$ cat src/rtl/pipe_pkg.sv
// Shared definitions for the execute-to-memory pipeline stage buffer.
// Widths of the optional performance counters (PIPE_STAGE_PERF_CNT_EN) live here too.
package pipe_pkg;

    localparam int DEFAULT_DATA_W = 16;
    localparam int DEFAULT_REG_W  = 4;
    localparam int STALL_CNT_W    = 16;
    localparam int DROP_CNT_W     = 8;

    typedef enum logic [1:0] {
        EMPTY = 2'd0,
        ONE   = 2'd1,
        FULL  = 2'd2
    } occ_e;

    // Packed payload: wre, wb_sel, mem_we, rs1, rs2, alu, srca, srcb, rd.
    function automatic int payload_w(input int data_w, input int reg_w);
        return 3 + 2 * reg_w + 4 * data_w;
    endfunction

endpackage

$ cat src/rtl/pipe_slot.sv
// One payload entry of the stage buffer: a register with load enable and synchronous reset.
module pipe_slot
    import pipe_pkg::*;
#(
    parameter int W = 8
) (
    input  logic         clk,
    input  logic         reset,
    input  logic         load,
    input  logic [W-1:0] d,
    output logic [W-1:0] q
);

    logic [W-1:0] data_d;
    logic [W-1:0] data_q;

    always_comb data_d = load ? d : data_q;

    // NOTE: reset is sampled on the clock edge only (synchronous) and wins over load.
    always_ff @(posedge clk) begin
        if (reset) data_q <= '0;
        else       data_q <= data_d;
    end

    assign q = data_q;

endmodule

$ cat src/rtl/pipe_stage_buffer.sv
// Two-entry skid buffer between execute and memory stages with flush.
// Define PIPE_STAGE_PERF_CNT_EN to add the stall_cnt / drop_cnt performance counters.
module pipe_stage_buffer
    import pipe_pkg::*;
#(
    parameter int DATA_W = DEFAULT_DATA_W,
    parameter int REG_W  = DEFAULT_REG_W
) (
    input  logic              clk,
    input  logic              reset,
    input  logic              flush,
    input  logic              in_valid,
    output logic              in_ready,
    input  logic              in_wre,
    input  logic              in_wb_sel,
    input  logic              in_mem_we,
    input  logic [REG_W-1:0]  in_rs1,
    input  logic [REG_W-1:0]  in_rs2,
    input  logic [DATA_W-1:0] in_alu,
    input  logic [DATA_W-1:0] in_srca,
    input  logic [DATA_W-1:0] in_srcb,
    input  logic [DATA_W-1:0] in_rd,
    output logic              out_valid,
    input  logic              out_ready,
    output logic              out_wre,
    output logic              out_wb_sel,
    output logic              out_mem_we,
    output logic [REG_W-1:0]  out_rs1,
    output logic [REG_W-1:0]  out_rs2,
    output logic [DATA_W-1:0] out_alu,
    output logic [DATA_W-1:0] out_srca,
    output logic [DATA_W-1:0] out_srcb,
    output logic [DATA_W-1:0] out_rd
`ifdef PIPE_STAGE_PERF_CNT_EN
    ,
    output logic [STALL_CNT_W-1:0] stall_cnt,
    output logic [DROP_CNT_W-1:0]  drop_cnt
`endif
);

    localparam int PAY_W = payload_w(DATA_W, REG_W);

    occ_e             state_d;
    occ_e             state_q;
    logic             in_ready_d;
    logic             in_ready_q;
    logic             head_load;
    logic             skid_load;
    logic             head_from_skid;
    logic             push;
    logic             pop;
    logic [PAY_W-1:0] in_pay;
    logic [PAY_W-1:0] head_d;
    logic [PAY_W-1:0] head_q;
    logic [PAY_W-1:0] skid_q;
    logic             head_wre;
    logic             head_mem_we;

    assign in_pay = {in_wre, in_wb_sel, in_mem_we, in_rs1, in_rs2,
                     in_alu, in_srca, in_srcb, in_rd};

    assign out_valid = (state_q != EMPTY);
    assign in_ready  = in_ready_q;
    assign push      = in_valid && in_ready_q;
    assign pop       = out_valid && out_ready;

    // NOTE: every signal written here gets a default first so no latch is inferred.
    always_comb begin
        state_d        = state_q;
        head_load      = 1'b0;
        skid_load      = 1'b0;
        head_from_skid = 1'b0;
        if (flush) begin
            state_d = EMPTY;
        end else begin
            unique case (state_q)
                EMPTY: begin
                    if (push) begin
                        head_load = 1'b1;
                        state_d   = ONE;
                    end
                end
                ONE: begin
                    if (push && pop) begin
                        head_load = 1'b1;
                    end else if (push) begin
                        skid_load = 1'b1;
                        state_d   = FULL;
                    end else if (pop) begin
                        state_d = EMPTY;
                    end
                end
                FULL: begin
                    // in_ready is low here, so only a drain can happen.
                    if (pop) begin
                        head_load      = 1'b1;
                        head_from_skid = 1'b1;
                        state_d        = ONE;
                    end
                end
                default: state_d = EMPTY;
            endcase
        end
        in_ready_d = (state_d != FULL);
        head_d     = head_from_skid ? skid_q : in_pay;
    end

    // NOTE: sequential state uses non-blocking assignments so every flop samples pre-edge values.
    always_ff @(posedge clk) begin
        if (reset) begin
            state_q    <= EMPTY;
            in_ready_q <= 1'b1;
        end else begin
            state_q    <= state_d;
            in_ready_q <= in_ready_d;
        end
    end

    pipe_slot #(.W(PAY_W)) u_head (
        .clk   (clk),
        .reset (reset),
        .load  (head_load),
        .d     (head_d),
        .q     (head_q)
    );

    pipe_slot #(.W(PAY_W)) u_skid (
        .clk   (clk),
        .reset (reset),
        .load  (skid_load),
        .d     (in_pay),
        .q     (skid_q)
    );

    assign {head_wre, out_wb_sel, head_mem_we, out_rs1, out_rs2,
            out_alu, out_srca, out_srcb, out_rd} = head_q;

    // Write enables are gated into bubbles; data fields keep their last value.
    assign out_wre    = head_wre && out_valid;
    assign out_mem_we = head_mem_we && out_valid;

`ifdef PIPE_STAGE_PERF_CNT_EN
    logic [STALL_CNT_W-1:0] stall_cnt_d;
    logic [STALL_CNT_W-1:0] stall_cnt_q;
    logic [DROP_CNT_W-1:0]  drop_cnt_d;
    logic [DROP_CNT_W-1:0]  drop_cnt_q;

    always_comb begin
        stall_cnt_d = stall_cnt_q;
        drop_cnt_d  = drop_cnt_q;
        if (out_valid && !out_ready && (stall_cnt_q != '1)) stall_cnt_d = stall_cnt_q + 1'b1;
        // A flush only counts as a drop when it discards a held entry.
        if (flush && (state_q != EMPTY) && (drop_cnt_q != '1)) drop_cnt_d = drop_cnt_q + 1'b1;
    end

    always_ff @(posedge clk) begin
        if (reset) begin
            stall_cnt_q <= '0;
            drop_cnt_q  <= '0;
        end else begin
            stall_cnt_q <= stall_cnt_d;
            drop_cnt_q  <= drop_cnt_d;
        end
    end

    assign stall_cnt = stall_cnt_q;
    assign drop_cnt  = drop_cnt_q;
`endif

endmodule
$ cat config.mk
export PLATFORM = sky130hd
export DESIGN_NAME = pipe_stage_buffer
export DESIGN_NICKNAME = d
export VERILOG_FILES = /design/src/rtl/pipe_pkg.sv /design/src/rtl/pipe_slot.sv /design/src/rtl/pipe_stage_buffer.sv
export SDC_FILE = /design/constraint.sdc
export NUM_CORES = 1
export LEC_CHECK = 0
export CORE_MARGIN = 2
export CORE_UTILIZATION = 46
export DETAILED_ROUTE_END_ITERATION = 8
export GPL_TIMING_DRIVEN = 0
export PLACE_DENSITY = 0.73
export SETUP_SLACK_MARGIN = 0.2
export SLEW_MARGIN = 20
export SYNTH_ARGS = -nofsm -noshare
export SYNTH_HDL_FRONTEND = slang
export SYNTH_SLANG_ARGS = --single-unit
$ cat constraint.sdc
create_clock -name clk -period 4.3 [get_ports clk]
set_input_delay 0.86 -clock clk [delete_from_list [all_inputs] [get_ports clk]]
set_output_delay 0.86 -clock clk [all_outputs]
set_load 0.01 [all_outputs]
==> impl_metrics.csv, run 1 <==
group,metric,value,unit
power_and_ir_drop,p_leak,3.13,nW
global_routing,grt.overflow.total,0,
clock_network,cts-root-buf,"clkbuf_16",
synthesis,synth_top_family_by_area,"compound AO/OA/AOI/OAI gates",
synthesis,synth_compound_area_share,14.9,%
worst_hold_path,holdPathEnd,"u_skid.q[26]",
floorplan,die_area,15200,sq um
critical_path,path_class,"in -> reg",
synthesis,ys_types,24,
clock_network,cts_hold_buffers,0,
synthesis,ys_ff_latch,153,
floorplan,coreArea,13900,sq um
synthesis,synthXorXnorAreaFrac,0,%
detailed_routing,detail-route-antenna-nets,0,
timing,worst_slew_pin_slew,0.645,ns
placed_design,portBuffers,155,
final_layout,final_common_cell,"clkdlybuf4s50_1",
synthesis,yosys_warnings,0,
critical_path,crit_path_start_kind,"input port",
worst_hold_path,worst_hold_path.num_cells,2,
timing,finalSetupTns,0,ns
global_routing,top_usage_layer,"met2",
timing,report.final.slew_viol_count,0,
synthesis,yosysSeqAreaShare,46.7,%
timing,period_minus_slack,2.66,ns
clock_network,cts_resized,0,
power_and_ir_drop,peakVddDrop,0.255,mV
synthesis,syn-instance-count,754,
timing,clock.fmax,376,MHz
clock_network,htreeDepth,4,
placed_design,place.detailed.hpwl,10800,um
critical_path,r2r-start,"state_q[1]",
timing,final-setup-viol-count,0,
clock_network,clock_path_buffers,2,
global_routing,globalRouteMet1Util,26.7,%
detailed_routing,drt_iter0_drc,248,
global_routing,grt_use_total,20.5,%
detailed_routing,drt_wl_total,15400,um
clock_network,cts_setup_buffers,0,
synthesis,yosys-mux-area-fraction,11.4,%
final_layout,fillers,1244,
timing,fin_skew,0.00361,ns
floorplan,die_w,123,um
clock_network,clock_sinks,153,
global_routing,grt_pass1_vias,4927,
synthesis,synth_area,6570,sq um
final_layout,layout_common_cells,"clkdlybuf4s50_1, dfxtp_1, nand2_1, a21oi_1, nor2_1",
critical_path,reg2regPathDepth,5,
global_routing,antenna_found_initial,0,
clock_network,clk_pin_slew,0.06,ns
synthesis,syn_area_per_cell,8.71,sq um
critical_path,slowest_delay,0.55,ns
status,status,"finished clean",
floorplan,start_util,47.1,%
critical_path,worstSetupStartpoint,"out_ready",
placed_design,gp_congestion,0.791,
final_layout,antennaDiodeCount,0,
floorplan,rows,43,
global_routing,grt_use_met2,32.8,%
synthesis,ys_top_cells_by_area,"dfxtp_1, mux2i_1, nand2_1, a211oi_1, buf_4",
critical_path,worstPathArrival,2.93,ns
timing,rsz0062_at_grt,"false",
critical_path,reg2reg_to,"u_head.q[63]",
worst_hold_path,hold_start,"u_skid.q[26]",
floorplan,io_pins,157,
timing,fin_ws,1.64,ns
critical_path,crit_fanout,10,
final_layout,nets,1008,
floorplan,die_y,123,um
clock_network,insertion_delay,0.42,ns
power_and_ir_drop,p_per_area,376,nW/um^2
timing,fin_crit_sh,61.9,%
timing,hold_viol,0,
clock_network,cts_tree,"built",
detailed_routing,post_drt_via_cell_ratio,4.82,
clock_network,numCtsBuffers,17,
global_routing,grt_pass1_wl,24000,um
timing,timing.hold.ws,0.451,ns
detailed_routing,first_pass_iters,4,
synthesis,synthAdderAreaFrac,0,%
synthesis,synth_simple_gate_area_share,14.5,%
timing,slew-limit-headroom,57.0,%
worst_hold_path,hold_class,"reg -> reg",
final_layout,drive_gt1_share,12.4,%
global_routing,grt_max_degree,17,
job,drv_cap,0,
critical_path,crit_path_end_kind,"register",
detailed_routing,drc,0,
global_routing,use_met3,5.30,%
critical_path,rrSetupSlack,2.19,ns
critical_path,required,4.57,ns
placed_design,dpl_worst_slack,1.21,ns
synthesis,synth_fp_nets,834,
synthesis,synth_largest_area_cell,"dfxtp_1",
detailed_routing,post_drt_wl_per_cell,13.7,um
synthesis,synth_top_area_share,46.7,%
final_layout,syn_to_final_growth,35.0,%
detailed_routing,vias,5392,
final_layout,final_area,8860,sq um
placed_design,dpl_cell_area,8340,sq um
critical_path,crit_chain,"clkdlybuf4s50_1 -> nand4b_1 -> a31oi_2 -> buf_2 -> clkbuf_1 -> a211oi_1",
critical_path,crit_slowest_cell,"clkdlybuf4s50_1",
-- power by group --
part           total, mW  internal, mW  switching [mW]
logic              0.487         0.283           0.204
clock network       1.33         0.790           0.538
registers           1.52          1.48          0.0340
total               3.33          2.56           0.776
-- worst max-delay path by stage --
stage	cells past startpoint	end
5_1_grt	7	u_skid.q[25]
4_1_cts	6	u_head.q[49]
6_report	6	u_head.q[63]
3_3_place_gp	6	u_head.q[65]
3_5_place_dp	6	u_head.q[49]
2_1_floorplan	6	u_skid.q[0]
-- cells by family (layout without fill, tap and decap cells) --
| kind of cell | after synthesis | after routing |
|---|---|---|
| simple gates | 241 | 241 |
| mux | 75 | 75 |
| compound gates | 155 | 155 |
| flops | 153 | 153 |
| buf+inv | 130 | 315 |
-- metal layers --
layer | wire [um] | part of all wire [%]
met3 | 791 | 5.1
met2 | 7240 | 47
met1 | 7100 | 46
met5 | 0 | 0
met4 | 252 | 1.6
-- cell type report --
class,count,area [sq um],area share (%)
clock buffer,27,503,5.68
sequential,153,3060,34.6
multi-input combinational,471,2680,30.2
buffer,130,823,9.29
clock inverter,3,15.0,0.169
tap,180,225,2.54
timing repair buffer,155,1550,17.5
-- stage by stage --
step	cells	utilization [%]	power (mW)
after floorplan	754	-	1.79
after global placement	1089	59.9	2.04
after detailed placement	1089	59.9	2.04
after CTS	1119	63.6	3.36
after global routing	1119	63.6	3.46
final	1119	63.6	3.33
-- synthesized netlist by cell type --
master / count
dfxtp_1: 153
o21bai_1: 1
or4_1: 2
nand2_1: 151
and2_1: 2
nand3b_1: 1
a311oi_1: 1
a21oi_1: 77
buf_4: 74
a31oi_2: 1
nand4bb_1: 1
clkbuf_1: 38
buf_6: 6
or2_2: 1
buf_2: 10
buf_1: 2
nand2b_1: 1
nor2b_1: 1
and3b_1: 1
nor4_1: 2
mux2i_1: 75
nand4b_1: 1
a211oi_1: 75
nor2_1: 77
-- registers in the layout (all words and copies together), names as in the netlist --
signal,cells
u_skid.q,75
in_ready,1
u_head.q,75
state_q,2
-- worst max-delay path: cells and delay by family --
kind	cells	cell delay [ns]
AOI/OAI and AO/OA	2	0.58
buffers and inverters	3	1.33
and+or+nand+nor	1	0.16
No activity file was read; power rests on OpenSTA's default activity.
==> run 2: changes to the inputs <==
CORE_UTILIZATION = 45   (was 46)
PLACE_DENSITY = 0.74   (was 0.73)
clock period = 2.4 ns   (was 4.3 ns; I/O delays follow)
==> run 2 against run 1 <==
Against the previous run: global-route usage up 0.16 points; critical path type is now reg -> out; clock skew grew 0.0039 ns; sequential cell count unchanged; via count grew 0.80%.
==> impl_metrics.csv, run 2 (same netlist as run 1, synthesis figures left out) <==
group,metric,value,unit
status,status,"finished clean",
power_and_ir_drop,total_power,6.64,mW
critical_path,slowest_delay,0.49,ns
detailed_routing,detail-route-antenna-nets,0,
critical_path,cpLargestDelayFamily,"buffers and inverters",
floorplan,coreArea,14400,sq um
clock_network,numCtsBuffers,17,
timing,fin_crit_sh,86.2,%
detailed_routing,vias,5435,
final_layout,syn_to_final_growth,38.0,%
timing,clock.fmax,483,MHz
floorplan,die_w,125,um
critical_path,crit_buf_inv,1,
global_routing,grt_max_degree,17,
final_layout,antennaDiodeCount,0,
detailed_routing,drt_wl_total,15800,um
final_layout,nets,1010,
floorplan,io_pins,157,
critical_path,crit_fanout,7,
detailed_routing,post_drt_wl_per_cell,14.1,um
global_routing,grt.overflow.total,0,
global_routing,use_met3,4.17,%
detailed_routing,first_pass_iters,4,
final_layout,fillers,1273,
timing,rsz0062_at_grt,"true",
floorplan,die_area,15600,sq um
floorplan,start_util,45.7,%
worst_hold_path,hold_class,"reg -> reg",
global_routing,grt_use_met2,33.8,%
global_routing,grt_pass1_wl,26100,um
detailed_routing,post_drt_via_cell_ratio,4.83,
clock_network,htreeDepth,4,
clock_network,clock_path_buffers,2,
timing,hold_viol,0,
clock_network,clock_sinks,153,
critical_path,crit_path_end_kind,"output pin",
detailed_routing,drc,0,
global_routing,antenna_found_initial,0,
clock_network,cts_tree,"built",
job,drv_cap,0,
critical_path,crit_chain,"or2_2 -> clkdlybuf4s50_1",
timing,worst_slew_pin_slew,0.620,ns
placed_design,place.detailed.hpwl,11000,um
clock_network,cts-root-buf,"clkbuf_16",
critical_path,path_class,"reg -> out",
critical_path,worstPathArrival,1.59,ns
global_routing,grt_pass1_vias,5377,
clock_network,insertion_delay,0.42,ns
global_routing,grt_use_total,20.7,%
floorplan,die_y,125,um
final_layout,layout_common_cells,"clkdlybuf4s50_1, nand2_1, dfxtp_1, a21oi_1, nor2_1",
timing,period_minus_slack,2.07,ns
critical_path,crit_path_start_kind,"register",
critical_path,crit_slowest_cell,"clkdlybuf4s50_1",
timing,fin_skew,0.00753,ns
final_layout,utilization,63.1,%
timing,final-setup-viol-count,0,
clock_network,cts_hold_buffers,0,
global_routing,globalRouteMet1Util,26.8,%
placed_design,portBuffers,155,
final_layout,final_common_cell,"clkdlybuf4s50_1",
floorplan,rows,44,
placed_design,gp_congestion,0.742,
detailed_routing,drt_iter0_drc,323,
power_and_ir_drop,p_leak,3.27,nW
final_layout,drive_gt1_share,14.9,%
critical_path,required,1.92,ns
timing,slew-limit-headroom,58.7,%
timing,report.final.slew_viol_count,0,
power_and_ir_drop,peakVddDrop,0.496,mV
clock_network,clk_pin_slew,0.06,ns
global_routing,top_usage_layer,"met2",
power_and_ir_drop,p_per_area,732,nW/um^2
-- run 2: cell types whose count changed in the layout (fill, tap and decap cells not counted), sizes merged --
cell	before	now
buf	92	93
bufinv	0	6
clkinv	3	2
clkbuf	65	62
dlygate4sd2	0	2
clkdlybuf4s50	155	153
-- run 2: repair_timing --
item,4_1_cts,5_1_grt
setup buffers,0,2
pin swaps,0,1
setup endpoints to repair,80,102
resized for setup,9,25
gates cloned,0,0
-- run 2: worst register-to-register path, cell delays in order, from the launching register on --
cell	delay (ns)
dfxtp_1	0.40
nand2_1	0.13
or4_1	0.53
clkbuf_2	0.25
clkbuf_2	0.25
nand2_1	0.10
a21oi_1	0.07
-- run 2: cell type report --
type                    count  area, sq um  area share, %
plain buffers             130          846           9.33
flip-flops and latches    153         3070           33.8
clock buffers              23          478           5.27
clock inverters             8          190           2.10
well taps                 184          230           2.54
multi-input cells         471         2690           29.7
repair buffers            157         1560           17.3
-- run 2: layer usage --
layer | wire length (um) | vias to the layer above
li1 | - | 2842
met1 | 7460 | 2467
met2 | 7610 | 113
met3 | 611 | 13
met4 | 164 | 0
met5 | 0 | -
-- run 2: stage by stage --
step	std cells	setup TNS (ns)	hold WS, ns	setup slack (ns)	cell area (sq um)
4_1_cts	1124	0	0.454	0.214	9030
3_3_place_gp	1093	-31.87	0.441	-0.333	8350
2_1_floorplan	754	0	0.436	0.669	6570
3_5_place_dp	1093	-35.95	0.446	-0.344	8350
6_report	1126	0	0.454	0.330	9060
5_1_grt	1126	0	0.468	0.146	9060
-- run 2: final timing paths --
check | cells after the start | to | startpoint | slack, ns
max | 2 | out_valid | state_q[0] | 0.33
min | 2 | u_skid.q[26] | u_skid.q[26] | 0.45
max reg2reg | 6 | u_skid.q[34] | in_ready | 0.54
min reg2reg | 2 | u_skid.q[26] | u_skid.q[26] | 0.45
-- run 2: report_power, final --
part	switching (mW)	internal, mW	total [mW]
logic	0.372	0.515	0.886
clock network	1.01	2.03	3.03
registers	0.0623	2.66	2.72
total	1.44	5.20	6.64
==> run 3: changes to the inputs <==
CAP_MARGIN = 20   (was not set)
==> results of run 3 <==
No change in the layout: final DEF, timing and power equal those of run 2.
